==> src/rtl/mem_lsu.sv <==
// Memory load/store unit: turns one ex/mem memory operation into a single
// word-wide bus transaction and produces the extended writeback value.
module mem_lsu (
    input  logic        clk,
    input  logic        rst,
    input  logic [4:0]  mem_waddr,
    input  logic        mem_wreg,
    input  logic [31:0] mem_wdata,
    input  logic [3:0]  mem_op,
    input  logic [31:0] mem_addr,
    input  logic [31:0] mem_sdata,
    output logic        bus_req,
    output logic        bus_we,
    output logic [31:0] bus_addr,
    output logic [3:0]  bus_sel,
    output logic [31:0] bus_wdata,
    input  logic [31:0] bus_rdata,
    input  logic        bus_ack,
    output logic [4:0]  wb_waddr,
    output logic        wb_wreg,
    output logic [31:0] wb_wdata,
    output logic        stall_req,
    output logic        align_err
);

    localparam logic [3:0] OP_NONE = 4'd0;
    localparam logic [3:0] OP_LB   = 4'd1;
    localparam logic [3:0] OP_LBU  = 4'd2;
    localparam logic [3:0] OP_LH   = 4'd3;
    localparam logic [3:0] OP_LHU  = 4'd4;
    localparam logic [3:0] OP_LW   = 4'd5;
    localparam logic [3:0] OP_SB   = 4'd6;
    localparam logic [3:0] OP_SH   = 4'd7;
    localparam logic [3:0] OP_SW   = 4'd8;

    typedef enum logic [1:0] {
        ST_IDLE = 2'd0,
        ST_BUSY = 2'd1,
        ST_DONE = 2'd2
    } state_t;

    state_t      state_r;
    state_t      eff_state_s;
    logic [3:0]  op_r;
    logic [1:0]  off_r;
    logic [31:0] rdata_r;
    logic [3:0]  op_s;
    logic        misalign_s;

    // Unused encodings behave exactly like "no access".
    function automatic logic [3:0] norm_op(input logic [3:0] op);
        norm_op = (op > OP_SW) ? OP_NONE : op;
    endfunction

    function automatic logic op_is_load(input logic [3:0] op);
        op_is_load = (op >= OP_LB) && (op <= OP_LW);
    endfunction

    function automatic logic op_misaligned(input logic [3:0] op, input logic [1:0] off);
        case (op)
            OP_LH, OP_LHU, OP_SH: op_misaligned = off[0];
            OP_LW, OP_SW:         op_misaligned = |off;
            default:              op_misaligned = 1'b0;
        endcase
    endfunction

    // Big-endian lanes: byte offset 0 is the most significant byte.
    function automatic logic [3:0] lane_sel(input logic [3:0] op, input logic [1:0] off);
        case (op)
            OP_SB:   lane_sel = 4'b1000 >> off;
            OP_SH:   lane_sel = off[1] ? 4'b0011 : 4'b1100;
            default: lane_sel = 4'b1111;
        endcase
    endfunction

    function automatic logic [31:0] store_data(input logic [3:0] op, input logic [31:0] sdata);
        case (op)
            OP_SB:   store_data = {4{sdata[7:0]}};
            OP_SH:   store_data = {2{sdata[15:0]}};
            OP_SW:   store_data = sdata;
            default: store_data = 32'd0;
        endcase
    endfunction

    function automatic logic [31:0] load_extend(input logic [3:0] op, input logic [1:0] off,
                                                input logic [31:0] rdata);
        logic [7:0]  b;
        logic [15:0] h;
        case (off)
            2'd0:    b = rdata[31:24];
            2'd1:    b = rdata[23:16];
            2'd2:    b = rdata[15:8];
            default: b = rdata[7:0];
        endcase
        h = off[1] ? rdata[15:0] : rdata[31:16];
        case (op)
            OP_LB:   load_extend = {{24{b[7]}}, b};
            OP_LBU:  load_extend = {24'd0, b};
            OP_LH:   load_extend = {{16{h[15]}}, h};
            OP_LHU:  load_extend = {16'd0, h};
            OP_LW:   load_extend = rdata;
            default: load_extend = 32'd0;
        endcase
    endfunction

    assign op_s       = norm_op(mem_op);
    assign misalign_s = op_misaligned(op_s, mem_addr[1:0]);

    // Access sequencing and registered bus master outputs.
    always_ff @(posedge clk) begin
        if (rst) begin
            state_r   <= ST_IDLE;
            bus_req   <= 1'b0;
            bus_we    <= 1'b0;
            bus_addr  <= 32'd0;
            bus_sel   <= 4'd0;
            bus_wdata <= 32'd0;
            op_r      <= OP_NONE;
            off_r     <= 2'd0;
            rdata_r   <= 32'd0;
        end else begin
            case (state_r)
                ST_IDLE: begin
                    if ((op_s != OP_NONE) && !misalign_s) begin
                        state_r   <= ST_BUSY;
                        bus_req   <= 1'b1;
                        bus_we    <= !op_is_load(op_s);
                        bus_addr  <= {mem_addr[31:2], 2'b00};
                        bus_sel   <= lane_sel(op_s, mem_addr[1:0]);
                        bus_wdata <= store_data(op_s, mem_sdata);
                        op_r      <= op_s;
                        off_r     <= mem_addr[1:0];
                    end else begin
                        state_r <= ST_IDLE;
                    end
                end
                ST_BUSY: begin
                    // Bus fields stay put after the ack; only the request drops.
                    if (bus_ack) begin
                        rdata_r <= bus_rdata;
                        bus_req <= 1'b0;
                        state_r <= ST_DONE;
                    end else begin
                        state_r <= ST_BUSY;
                    end
                end
                ST_DONE: begin
                    state_r <= ST_IDLE;
                end
                default: begin
                    state_r <= ST_IDLE;
                    bus_req <= 1'b0;
                end
            endcase
        end
    end

    // Writeback, stall and alignment flags; reset presents the IDLE behaviour.
    always_comb begin
        if (rst) begin
            eff_state_s = ST_IDLE;
        end else begin
            eff_state_s = state_r;
        end
        wb_waddr  = mem_waddr;
        wb_wreg   = 1'b0;
        wb_wdata  = mem_wdata;
        stall_req = 1'b0;
        align_err = 1'b0;
        case (eff_state_s)
            ST_IDLE: begin
                if (op_s == OP_NONE) begin
                    wb_wreg = mem_wreg;
                end else if (misalign_s) begin
                    align_err = 1'b1;
                end else begin
                    stall_req = 1'b1;
                end
            end
            ST_BUSY: begin
                stall_req = 1'b1;
            end
            ST_DONE: begin
                wb_wreg = mem_wreg;
                if (op_is_load(op_r)) begin
                    wb_wdata = load_extend(op_r, off_r, rdata_r);
                end else begin
                    wb_wdata = mem_wdata;
                end
            end
            default: begin
                wb_wreg = 1'b0;
            end
        endcase
    end

endmodule

==> config.mk <==
export PLATFORM = sky130hd
export DESIGN_NAME = mem_lsu
export DESIGN_NICKNAME = d
export VERILOG_FILES = /design/src/rtl/mem_lsu.sv
export SDC_FILE = /design/constraint.sdc
export NUM_CORES = 1
export LEC_CHECK = 0
export ABC_CLOCK_PERIOD_IN_PS = 1700
export BUFFER_PORTS_ARGS = -buffer_cell sky130_fd_sc_hd__buf_2
export CELL_PAD_IN_SITES_DETAIL_PLACEMENT = 1
export CELL_PAD_IN_SITES_GLOBAL_PLACEMENT = 1
export CORE_ASPECT_RATIO = 1.75
export CORE_UTILIZATION = 30
export CTS_CLUSTER_SIZE = 20
export DETAILED_ROUTE_END_ITERATION = 6
export PLACE_DENSITY_LB_ADDON = 0.1
export SLEW_MARGIN = 20
export SYNTH_ARGS = -nofsm -noshare
export SYNTH_HDL_FRONTEND = slang
export SYNTH_SLANG_ARGS = --single-unit
==> constraint.sdc <==
create_clock -name clk -period 1.7 [get_ports clk]
set_input_delay 0.085 -clock clk [delete_from_list [all_inputs] [get_ports clk]]
set_output_delay 0.085 -clock clk [all_outputs]
set_load 0.01 [all_outputs]
# Word-level counts from Yosys, hierarchy flattened

Index checks and enable logic that the tools add are counted.

Bits in registers: 108
Bits of input ports: 141

$lt $le $gt $ge: 5
Eq/ne operators: 19
Shift operators: 1
Multiplexer cells: 25
Bitwise logic cells: 1
Reductions and logical operators: 16

Operators with widths:

| kind                                                            | count |
|---|---|
| case mux 32 bit (5 select lines)                                | 1 |
| case mux 32 bit (3 select lines)                                | 1 |
| 2-to-1 mux 32 bit                                               | 2 |
| equality test 4 x 3 -> 1 bit (second input constant)            | 6 |
| case mux 8 bit (3 select lines)                                 | 1 |
| 2-to-1 mux 16 bit                                               | 1 |
| equality test 4 x 2 -> 1 bit (second input constant)            | 3 |
| 2-to-1 mux 1 bit                                                | 9 |
| >= comparator 4 x 1 -> 1 bit (second input constant)            | 2 |
| less-or-equal comparator 4 x 3 -> 1 bit (second input constant) | 2 |
| 2-to-1 mux 4 bit                                                | 2 |
| case mux 4 bit (2 select lines)                                 | 1 |
| equality test 2 x 1 -> 1 bit (second input constant)            | 3 |
| equality test 2 bit (second input constant)                     | 3 |
| logical NOT 2 bit                                               | 3 |
| case mux 1 bit (2 select lines)                                 | 3 |
| equality test 4 x 1 -> 1 bit (second input constant)            | 1 |
| equality test 4 bit (second input constant)                     | 1 |
| > comparator 4 bit (second input constant)                      | 1 |
| logical NOT 4 bit                                               | 1 |
| 2-to-1 mux 2 bit                                                | 2 |
| inequality test 2 bit (second input constant)                   | 2 |
| case mux 2 bit (2 select lines)                                 | 1 |
| AND reduction 2 bit                                             | 2 |
| other kinds (9)                                                 | 13 |

# Longest topological paths before layout

Gate-level depths: netlist of the first run.

Word-level depth: 9
Mapped depth: 7

# Worst setup path after synthesis of the first run

OpenSTA, ideal clock, no wires.

Path kind: reg-to-output
From: register op_r[0]
To: output wb_wdata[30]
Arrival: 1.719 ns
Data required time: 1.615 ns
Slack: -0.104 ns
Stages on the path, launching flop included: 8
Path through: dfxtp_1 buf_2 or3_1 and3_1 buf_2 buf_2 and3_1 a211o_1

Cells in the longest elaborated chain, start to end: 4
Elaborated cells on any way between the ends: 11
Classes of those cells: order compare (2); eq/ne (5); mux (3); reduce/logical (1)

Ends and longest elaborated chain:

| what                                                                         | line   | text |
|---|---|---|
| start, declared                                                              | 44     | `logic [3:0] op_r;` |
| start signal, assigned                                                       | 131    | `op_r <= op_s;` |
| >= comparator 4 x 1 -> 1 bit (tied with other cells)                         | 56     | `op_is_load = (op >= OP_LB) && (op <= OP_LW);` |
| logical AND 1 bit / case mux 32 bit (5 select lines) (equally long branches) | 56, 96 |  |
| 2-to-1 mux 32 bit (*)                                                        | 185    | `if (op_is_load(op_r)) begin` |
| 2-to-1 mux 32 bit (*)                                                        | 170    | `case (eff_state_s)` |
| end, declared                                                                | 21     | `output logic [31:0] wb_wdata,` |

Mark *: on every way between the ends. The rest lies on a longest branch, timed or not.

# Worst setup path after layout of the first run

From: register op_r[3]
To: output wb_wdata[1]

Same word-level chain as after synthesis.

==> flow_metrics.tcl, run 1 <==
set metrics [dict create \
    outcome "finished with violations" \
    violated_checks "negative setup slack" \
    asyncSetResetFlopFracSynth_pct 0 \
    cts_num_sinks 108 \
    synth_xor_xnor_area_share_pct 0.154 \
    globalRoute.busiestLayer "met2" \
    timing.critical_path.arrival_ns 2.03 \
    post_drt_via_cell_ratio 4.96 \
    regToRegStartpoint "state_r[0]" \
    holdPathStages 3 \
    synth.mux.area_fraction_pct 17.1 \
    synth_cell_type_count 48 \
    power.density_cell_area_nw_per_um2 728 \
    synth-main-ff-cell "sky130_fd_sc_hd__dfxtp_1" \
    synthSimpleGateAreaFrac_pct 21.8 \
    detailroute.via_count 6168 \
    synth.yosys.seq_area_share_pct 38.0 \
    use_met1_pct 20.7 \
    count_of_tritonroute_iterations_in_the_first_routing_pass 5 \
    worst_skew_pair.late_latency_ns 0.35 \
    floorplan.die.height_um 184 \
    slew_violations 0 \
    design.core.area_um2 18600 \
    setup.reg_to_reg.worst_slack_ns 0.16 \
    ctsRootBufferMaster "sky130_fd_sc_hd__clkbuf_16" \
    worst_r2r_path_depth 5 \
    io-pin-count 251 \
    antenna_found_initial 0 \
    post-route-drc-count 0 \
    crit_path_start_kind "register" \
    clock_tree.buffer_depth 2 \
    global_route.usage.total_pct 22.7 \
    initial_utilization_pct 30.6 \
    yosys.area.top_type "sky130_fd_sc_hd__dfxtp_1" \
    grt_overflow 0 \
    timing.critical_path.slowest_cell_delay_ns 0.47 \
    tightest_slew_ns 0.653 \
    largest_family_of_logic_cells_by_synthesized_area "simple AND/OR/NAND/NOR gates" \
    rows 66 \
    holdCritStartpoint "mem_addr[18]" \
    place.port_buffers 238 \
    mappedNetlistArea_um2 5690 \
    dp_worst_setup_slack_ns -0.285 \
    critical_path.endpoint_type "output pin" \
    first_pass_grt_wire_length_um 33900 \
    critical_path.cell_chain "buf_4 > nor2b_1 > a221o_2 > a222oi_1 > o21ai_1 > buf_2" \
    slew-limit-headroom_pct 56.5 \
    finalCoreUtilization_pct 46.0 \
    netlist_top_cells_area "sky130_fd_sc_hd__dfxtp_1, sky130_fd_sc_hd__nand2_1, sky130_fd_sc_hd__mux2i_1, sky130_fd_sc_hd__a21oi_1, sky130_fd_sc_hd__a22o_1" \
    crit_required_ns 1.62 \
    final_critical_path_setup_slack_ns -0.420 \
    avgRoutedWirePerCell_um 17.7 \
    crit_path_max_fanout 6 \
    power.leakage_nw 3.99 \
    postSynthCellCount 685 \
    slowest_cell_on_crit_path "sky130_fd_sc_hd__a221o_2" \
    fin_skew_ns 0.00815 \
    gr-usage-met3_pct 4.60 \
    synth_compound_gate_area_share_pct 16.1 \
    fin_crit_sh_pct 125 \
    postSynthRegisterBits 108 \
    drive_above_1_share_pct 39.0 \
    cap_viol_max_count 0 \
    met2_usage_pct 44.6 \
    first_global_vias 6529 \
    rsz0062_at_grt "true" \
    clk_pin_slew_worst_paths_ns 0.07 \
    finalSetupViolCount 32 \
    edff_count_synth 0 \
    cts-buffers-inserted 9 \
    cts_tree "done" \
    wl_um 22100 \
    filler_instances 2257 \
    grt_max_degree 117 \
    synth-adder-area-share_pct 0 \
    ir_worst_vdd_mv 0.393 \
    nets 1142 \
    fmax_ghz 0.472 \
    n_antenna_cell 0 \
    antenna_left 0 \
    critical_path.reg2reg.endpoint "rdata_r[2]" \
    worstHoldEndpoint "bus_addr[18]" \
    report.final.hold_viol_count 0 \
    yosysTopAreaCellShare_pct 38.0 \
    die-width_um 106 \
    period_needed_ns 2.12 \
    timing.setup.critical_path_class "reg -> out" \
    synth.yosys.warnings 0 \
    gpl.final_weighted_congestion 0.886 \
    first_iter_violations 242 \
    syn_area_per_cell_um2 8.30 \
    die_area_um2 19500 \
    area_delta_synth_final_pct 50.4 \
    detailedPlacementHpwl_um 16900 \
    worst_hold_path_type "in -> reg" \
    cts_max_level 3 \
]
==> cells in the mapped netlist (all sizes together) (2+ instances only) <==
cell	count
nand3	2
nor3	4
buf	28
a21o	2
a22o	24
clkbuf	39
nor2b	6
nor2	21
a222oi	7
nand4	2
a221oi	4
nand2	211
mux4	8
nor4b	2
o21ai	15
a21oi	46
or3	2
o21a	5
dfxtp	108
and3	19
inv	6
a22oi	7
nand2b	3
mux2i	68
a211o	16
and3b	4
nor3b	2
mux2	10
==> critical path, delay by kind of cell, from the launching register on <==
family,cells,cell delay (ns)
buf+inv,2,0.27
flops,1,0.39
compound gates,3,0.97
simple gates,1,0.06
==> flip-flops by register name, summed over array words and instances, names as in the netlist <==
name       flops
bus_req        1
bus_we         1
off_r          2
bus_wdata     32
op_r           4
bus_sel        4
state_r        2
bus_addr      30
rdata_r       32
==> through the flow <==
stage | total power [mW] | hold slack [ns] | instance area [um2] | std cells | TNS (ns)
5_1_grt | 6.54 | 0.00212 | 8550 | 1244 | -13.94
2_1_floorplan | 3.52 | 0.221 | 5740 | 686 | -0.0124
4_1_cts | 6.31 | 0.000234 | 8450 | 1243 | -12.61
3_5_place_dp | 4.09 | 0.170 | 7450 | 1168 | -7.27
6_report | 6.22 | 0.00690 | 8550 | 1244 | -11.53
3_3_place_gp | 4.05 | 0.170 | 7450 | 1168 | -4.32
==> layer usage <==
| metal | up-vias | part of all wire (%) |
|---|---|---|
| li1 | 3004 | - |
| met1 | 2877 | 34 |
| met2 | 229 | 55 |
| met3 | 58 | 4.9 |
| met4 | 0 | 5.9 |
| met5 | - | 0 |
==> logic make-up (layout without fill, tap and decap cells) <==
| group | count (synthesis) | in the layout |
|---|---|---|
| xor+xnor | 1 | 1 |
| buf+inv | 73 | 392 |
| simple gates | 284 | 284 |
| flops | 108 | 108 |
| mux | 86 | 86 |
| other cells | 1 | 2 |
| compound gates | 132 | 133 |
==> worst max-delay path by stage <==
| stage | from | endpoint | slack, ns | cells after the start |
|---|---|---|---|---|
| finish | op_r[3] | wb_wdata[1] | -0.42 | 6 |
| global route | op_r[3] | wb_wdata[5] | -0.49 | 6 |
| CTS | op_r[3] | wb_wdata[16] | -0.43 | 6 |
| floorplan | op_r[1] | wb_wdata[5] | -0.006 | 6 |
| detailed placement | off_r[1] | wb_wdata[14] | -0.28 | 6 |
| global placement | op_r[1] | wb_wdata[0] | -0.17 | 6 |
==> report_power, final <==
| group | total, mW | switching, mW | internal [mW] | leakage [nW] |
|---|---|---|---|---|
| registers | 2.76 | 0.0983 | 2.66 | 0.882 |
| logic | 1.40 | 0.700 | 0.696 | 2.97 |
| clock network | 2.07 | 0.931 | 1.14 | 0.139 |
==> cells in the final DEF, fill, tap and decap left out, types with 8 or more instances in the layout <==
master                          netlist  layout
sky130_fd_sc_hd__o21ai_0             13       8
sky130_fd_sc_hd__a211o_1             16      16
sky130_fd_sc_hd__nor2_1              21      18
sky130_fd_sc_hd__clkbuf_16            0       9
sky130_fd_sc_hd__a22o_1              24      24
sky130_fd_sc_hd__buf_4                9      66
sky130_fd_sc_hd__and3_4               0       8
sky130_fd_sc_hd__dfxtp_1            108     104
sky130_fd_sc_hd__mux4_2               8       8
sky130_fd_sc_hd__mux2_2              10      10
sky130_fd_sc_hd__and3_1              19      11
sky130_fd_sc_hd__a21oi_1             45      42
sky130_fd_sc_hd__dlygate4sd3_1        0      54
sky130_fd_sc_hd__mux2i_1             68      67
sky130_fd_sc_hd__buf_2               10     237
sky130_fd_sc_hd__nand2_1            211     210
==> layout make-up <==
type                    count  area [um2]  share of cell area [%]
inverters                   6        23.8                   0.278
flip-flops and latches    108        2180                    25.5
clock inverters             5        52.6                   0.614
clock buffers              11         233                    2.72
repair buffers            370        2420                    28.3
multi-input cells         506        3350                    39.1
well taps                 238         298                    3.48
==> repair_timing <==
item,in CTS,in global routing
pin swaps,23,29
hold buffers,53,1
gates cloned,1,0
endpoints found under the hold margin,53,1
gates resized for setup,36,19
endpoints found under the setup margin,33,33
setup buffers,5,0
Note: power is estimated with default switching activity, not from simulation.
==> run 2, diff against run 1 <==
--- a/config.mk
+++ b/config.mk
@@ -5,12 +5,14 @@
 export SDC_FILE = /design/constraint.sdc
 export NUM_CORES = 1
 export LEC_CHECK = 0
+export ABC_AREA = 1
 export ABC_CLOCK_PERIOD_IN_PS = 1700
 export BUFFER_PORTS_ARGS = -buffer_cell sky130_fd_sc_hd__buf_2
+export CAP_MARGIN = 20
 export CELL_PAD_IN_SITES_DETAIL_PLACEMENT = 1
 export CELL_PAD_IN_SITES_GLOBAL_PLACEMENT = 1
 export CORE_ASPECT_RATIO = 1.75
-export CORE_UTILIZATION = 30
+export CORE_UTILIZATION = 29
 export CTS_CLUSTER_SIZE = 20
 export DETAILED_ROUTE_END_ITERATION = 6
 export PLACE_DENSITY_LB_ADDON = 0.1
==> run 2 against run 1 <==
Final area is essentially flat; clock skew down 0.0017 ns; die area increased by 6.9%; count of clock-buffer cells in the layout grew 2; cell count is 18% higher; synthesized cell count increased by 40%; critical path depth is 4 higher; the flow still finishes with violations (negative setup slack); non-clock buffer count is 59 lower.
==> flow_metrics.tcl, run 2 <==
set metrics [dict create \
    tightest_slew_ns 0.554 \
    worst_r2r_path_depth 6 \
    cts-buffers-inserted 9 \
    cap_viol_max_count 0 \
    postSynthCellCount 959 \
    gpl.final_weighted_congestion 0.804 \
    power.leakage_nw 4.40 \
    timing.critical_path.arrival_ns 1.81 \
    dp_worst_setup_slack_ns -0.0817 \
    n_antenna_cell 0 \
    floorplan.die.height_um 190 \
    synth.yosys.seq_area_share_pct 36.8 \
    place.port_buffers 238 \
    first_pass_grt_wire_length_um 34500 \
    synth_cell_type_count 25 \
    clk_pin_slew_worst_paths_ns 0.07 \
    mappedNetlistArea_um2 5880 \
    critical_path.endpoint_type "output pin" \
    slew_violations 0 \
    rows 68 \
    slew-limit-headroom_pct 63.1 \
    antenna_found_initial 0 \
    grt_max_degree 99 \
    worst_skew_pair.late_latency_ns 0.36 \
    die-width_um 110 \
    yosysTopAreaCellShare_pct 36.8 \
    fin_crit_sh_pct 111 \
    io-pin-count 251 \
    detailroute.via_count 6818 \
    power.total_mw 7.37 \
    postLayoutCellArea_um2 8550 \
    crit_required_ns 1.62 \
    ir_worst_vdd_mv 0.462 \
    synth-main-ff-cell "sky130_fd_sc_hd__dfxtp_1" \
    area_delta_synth_final_pct 45.4 \
    detailedPlacementHpwl_um 15500 \
    antenna_left 0 \
    yosys.area.top_type "sky130_fd_sc_hd__dfxtp_1" \
    worst_hold_path_type "in -> reg" \
    finalSetupViolCount 32 \
    dpl_cell_area_um2 7310 \
    nets 1363 \
    clock_tree.buffer_depth 2 \
    post-route-drc-count 0 \
    period_needed_ns 1.89 \
    synth.yosys.warnings 0 \
    reg.largest.list "bus_wdata (32), rdata_r (32), bus_addr (30)" \
    edff_count_synth 0 \
    crit_path_start_kind "register" \
    outcome "finished with violations" \
    asyncSetResetFlopFracSynth_pct 0 \
    violated_checks "negative setup slack" \
    cts_num_sinks 108 \
    post_drt_via_cell_ratio 4.63 \
    cts_max_level 3 \
    holdCritStartpoint "bus_rdata[18]" \
    post-synth-top-count-cell "sky130_fd_sc_hd__nand2_1" \
    avgRoutedWirePerCell_um 15.6 \
    regToRegStartpoint "state_r[1]" \
    first_global_vias 6800 \
    crit_path_start "off_r[1]" \
    fin_skew_ns 0.00647 \
    grt_overflow 0 \
    global_route.usage.total_pct 21.9 \
    power.density_cell_area_nw_per_um2 863 \
    timing.hold.ws_ns 0.0122 \
    rsz0062_at_grt "true" \
    die_area_um2 20900 \
    ctsRootBufferMaster "sky130_fd_sc_hd__clkbuf_16" \
    postSynthRegisterBits 108 \
    dp.cells 1403 \
    wl_um 23000 \
    final_critical_path_setup_slack_ns -0.192 \
    drive_above_1_share_pct 28.9 \
    timing.setup.tns_ns -4.97 \
    crit_path_max_fanout 12 \
    setup.reg_to_reg.worst_slack_ns 0.34 \
    syn_area_per_cell_um2 6.13 \
    initial_utilization_pct 29.7 \
    fmax_ghz 0.528 \
    finalCoreUtilization_pct 43.1 \
    holdPathStages 3 \
    count_of_tritonroute_iterations_in_the_first_routing_pass 4 \
    cts_tree "done" \
    report.final.hold_viol_count 0 \
    first_iter_violations 215 \
    commonest_cells_post_synth "sky130_fd_sc_hd__nand2_1, sky130_fd_sc_hd__nor2_1, sky130_fd_sc_hd__inv_1, sky130_fd_sc_hd__dfxtp_1, sky130_fd_sc_hd__o21ai_0" \
    design.core.area_um2 19800 \
    most_frequent_cells_in_the_layout "sky130_fd_sc_hd__nand2_1, sky130_fd_sc_hd__buf_2, sky130_fd_sc_hd__nor2_1" \
    post_layout_nonfiller_instances 1472 \
    timing.setup.critical_path_class "reg -> out" \
    netlist_top_cells_area "sky130_fd_sc_hd__dfxtp_1, sky130_fd_sc_hd__nand2_1, sky130_fd_sc_hd__nor2_1, sky130_fd_sc_hd__inv_1, sky130_fd_sc_hd__o21ai_0" \
]
run 2: layout make-up:
cell class	instances	area [um2]
flip-flops and latches	108	2180
well taps	245	307
inverters	153	583
repair buffers	311	2100
fillers	2646	11300
clock inverters	3	43.8
clock buffers	13	270
multi-input cells	639	3070
run 2: final timing paths:
| kind | end |
|---|---|
| worst max-delay path | wb_wdata[7] |
| worst min-delay path | rdata_r[18] |
| worst max register to register | bus_addr[19] |
| worst min register to register | rdata_r[8] |
run 2: layer usage:
metal | part of all wire, % | up-vias | track usage [%]
li1 | - | 3465 | -
met1 | 35 | 3131 | 21.6
met5 | 0 | - | 0
met2 | 56 | 177 | 41.8
met3 | 4.5 | 45 | 4.37
met4 | 4.5 | 0 | 11.3
run 2: timing repair:
action	in CTS	in global routing
gates cloned	3	3
pin swaps	8	5
endpoints found under the setup margin	32	32
setup buffers	5	2
hold endpoints to repair	41	0
hold buffers	41	0
resized for setup	76	36
run 2: critical path, cell delays in order (launching register included):
cell                      delay, ns
sky130_fd_sc_hd__dfxtp_4       0.36
sky130_fd_sc_hd__buf_12        0.15
sky130_fd_sc_hd__nor2_4        0.12
sky130_fd_sc_hd__nand2_1       0.07
sky130_fd_sc_hd__nand4_1       0.10
sky130_fd_sc_hd__nand2_2       0.10
sky130_fd_sc_hd__nand2_4       0.10
sky130_fd_sc_hd__buf_12        0.15
sky130_fd_sc_hd__nor2_1        0.07
sky130_fd_sc_hd__nor2_1        0.10
sky130_fd_sc_hd__buf_2         0.14
run 2: cell families (layout without fill, tap and decap cells):
| logic type | count (synthesis) | after routing | share of synthesized area (%) |
|---|---|---|---|
| and+or+nand+nor | 447 | 447 | 29.5 |
| AOI/OAI and AO/OA | 190 | 190 | 18.0 |
| DFF | 108 | 108 | 36.8 |
| buffers and inverters | 213 | 480 | 15.7 |
| other | 1 | 2 | 0.0638 |
run 2: power by group:
part / internal (mW) / leakage (nW) / switching (mW)
Clock: 1.27 / 0.156 / 1.01
Sequential: 2.81 / 0.893 / 0.151
Combinational: 0.874 / 3.35 / 1.26
==> run 3, diff against run 2 <==
--- a/config.mk
+++ b/config.mk
@@ -6,13 +6,13 @@
 export NUM_CORES = 1
 export LEC_CHECK = 0
 export ABC_AREA = 1
-export ABC_CLOCK_PERIOD_IN_PS = 1700
+export ABC_CLOCK_PERIOD_IN_PS = 2400
 export BUFFER_PORTS_ARGS = -buffer_cell sky130_fd_sc_hd__buf_2
-export CAP_MARGIN = 20
+export CAP_MARGIN = 30
 export CELL_PAD_IN_SITES_DETAIL_PLACEMENT = 1
 export CELL_PAD_IN_SITES_GLOBAL_PLACEMENT = 1
 export CORE_ASPECT_RATIO = 1.75
-export CORE_UTILIZATION = 29
+export CORE_UTILIZATION = 30
 export CTS_CLUSTER_SIZE = 20
 export DETAILED_ROUTE_END_ITERATION = 6
 export PLACE_DENSITY_LB_ADDON = 0.1
==> constraint.sdc (replaced) <==
create_clock -name clk -period 2.4 [get_ports clk]
set_input_delay 0.12 -clock clk [delete_from_list [all_inputs] [get_ports clk]]
set_output_delay 0.12 -clock clk [all_outputs]
set_load 0.01 [all_outputs]
==> run 3 against run 2 <==
The flow now finishes without violations; register-to-register slack better by 0.42 ns; utilization down 2.2 points; flip-flop and latch count stayed put; non-clock buffer count shrank 32; combinational power down 38%; count of clock-buffer cells in the layout is the same; clock skew up 0.0024 ns; largest cell class unchanged; clock power is 19% lower; final area down 8.0%; via count decreased by 3.9%.
==> flow_metrics.tcl, run 3 (synthesis results as in run 2) <==
set metrics [dict create \
    outcome "complete, no violations" \
    timing.setup.tns_ns 0 \
    cts_max_level 3 \
    slowest_cell_on_crit_path "sky130_fd_sc_hd__dfxtp_1" \
    critical_path.endpoint_type "output pin" \
    floorplan.die.height_um 187 \
    clock_tree.buffer_depth 2 \
    grt_overflow 0 \
    drive_above_1_share_pct 23.3 \
    area_delta_synth_final_pct 33.7 \
    finalSetupViolCount 0 \
    filler_instances 2603 \
    cts_num_sinks 108 \
    crit_path_max_fanout 40 \
    ir_worst_vdd_mv 0.503 \
    fmax_ghz 0.460 \
    layout.cells.most_common "sky130_fd_sc_hd__nand2_1" \
    critical_path.cell_chain "nor2_1 > nand2_1 > nand3_1 > nand2_1 > inv_1 > buf_6 > nand3_1 > o21ai_0 > inv_1 > buf_2" \
    antenna_left 0 \
    initial_utilization_pct 30.6 \
    fin_crit_sh_pct 90.5 \
    ctsRootBufferMaster "sky130_fd_sc_hd__clkbuf_16" \
    post-route-drc-count 0 \
    die-width_um 108 \
    power.leakage_nw 4.12 \
    cts_tree "done" \
    design.core.area_um2 19200 \
    cap_viol_max_count 0 \
    count_of_tritonroute_iterations_in_the_first_routing_pass 4 \
    antenna_found_initial 1 \
    gpl.final_weighted_congestion 0.851 \
    reg.largest.list "bus_wdata (32), rdata_r (32), bus_addr (30)" \
    power.total_mw 5.27 \
    area_of_combinational_cells_with_multiple_inputs_um2 2810 \
    power.density_cell_area_nw_per_um2 670 \
    ff_latch_area_um2 2160 \
    period_needed_ns 2.17 \
    io-pin-count 251 \
    rows 67 \
    wl_um 20600 \
    first_global_vias 6555 \
    slew_violations 0 \
    first_pass_grt_wire_length_um 32500 \
    detailroute.via_count 6553 \
    report.final.hold_viol_count 0 \
    first_iter_violations 211 \
    die_area_um2 20200 \
    fin_skew_ns 0.00886 \
    cts_post_setup_buffers_inserted 0 \
    avgRoutedWirePerCell_um 14.3 \
    post_drt_via_cell_ratio 4.56 \
    worst_skew_pair.late_latency_ns 0.36 \
    most_frequent_cells_in_the_layout "sky130_fd_sc_hd__nand2_1, sky130_fd_sc_hd__buf_2, sky130_fd_sc_hd__nor2_1" \
    timing.critical_path.arrival_ns 2.05 \
    global_route.usage.total_pct 20.8 \
    clk_pin_slew_worst_paths_ns 0.08 \
    rsz0062_at_grt "false" \
    crit_required_ns 2.28 \
    cts-buffers-inserted 9 \
    detailedPlacementHpwl_um 15300 \
    worst_hold_path_type "in -> reg" \
    place.port_buffers 238 \
    grt_max_degree 59 \
    crit_path_start_kind "register" \
    timing.critical_path.slowest_cell_delay_ns 0.34 \
    setup.reg_to_reg.worst_slack_ns 0.76 \
    timing.setup.critical_path_class "reg -> out" \
    nets 1331 \
]
[run 3: worst paths after layout]
check,startpoint,endpoint,depth (start not counted)
worst min-delay path,mem_addr[24],bus_addr[24],3
worst max register to register,state_r[1],bus_wdata[6],5
worst max-delay path,op_r[2],wb_wdata[0],10
worst min register to register,rdata_r[8],rdata_r[8],2
[run 3: layer usage]
metal	vias to the layer above	routed length, um	GRT usage (%)
li1	3393	-	-
met2	152	11100	39.3
met4	0	685	9.59
met5	-	0	0
met3	33	956	4.08
met1	2975	7840	21.3
[run 3: worst max-delay path, delay by kind of cell (launching register included)]
kind	cells	cell delay, ns
buf+inv	4	0.56
simple gates	5	0.67
flops	1	0.34
compound gates	1	0.09
[run 3: timing repair]
action	in CTS	in global routing
gates resized for setup	0	1
hold endpoints to repair	27	0
hold buffers	27	0
setup endpoints to repair	0	8
[run 3: final cells by class]
cell class | instances | share of cell area, %
multi-input combinational | 639 | 35.7
timing repair buffer | 279 | 20.9
sequential | 108 | 27.5
clock inverter | 3 | 1.15
tap | 241 | 3.84
clock buffer | 13 | 3.57
antenna | 1 | 0.0318
inverter | 153 | 7.31
[run 3: report_power, final]
part           internal [mW]  leakage (nW)  switching (mW)  total [mW]
Sequential              1.99         0.890          0.0983        2.09
Clock                   1.14         0.182           0.716        1.85
Combinational          0.519          3.05           0.808        1.33
Total                   3.65          4.12            1.62        5.27
[run 3: metrics by stage]
step           utilization [%]  area [um2]  setup WS, ns  hold slack [ns]  instances
2_1_floorplan                -        5880         0.895            0.255        960
5_1_grt                   41.0        7860        0.0354           0.0142       1437
4_1_cts                   40.9        7860         0.106         0.000736       1436
3_3_place_gp              37.4        7190         0.533            0.240       1392
3_5_place_dp              37.6        7210         0.516            0.240       1393
6_report                  41.0        7860         0.228          0.00551       1437
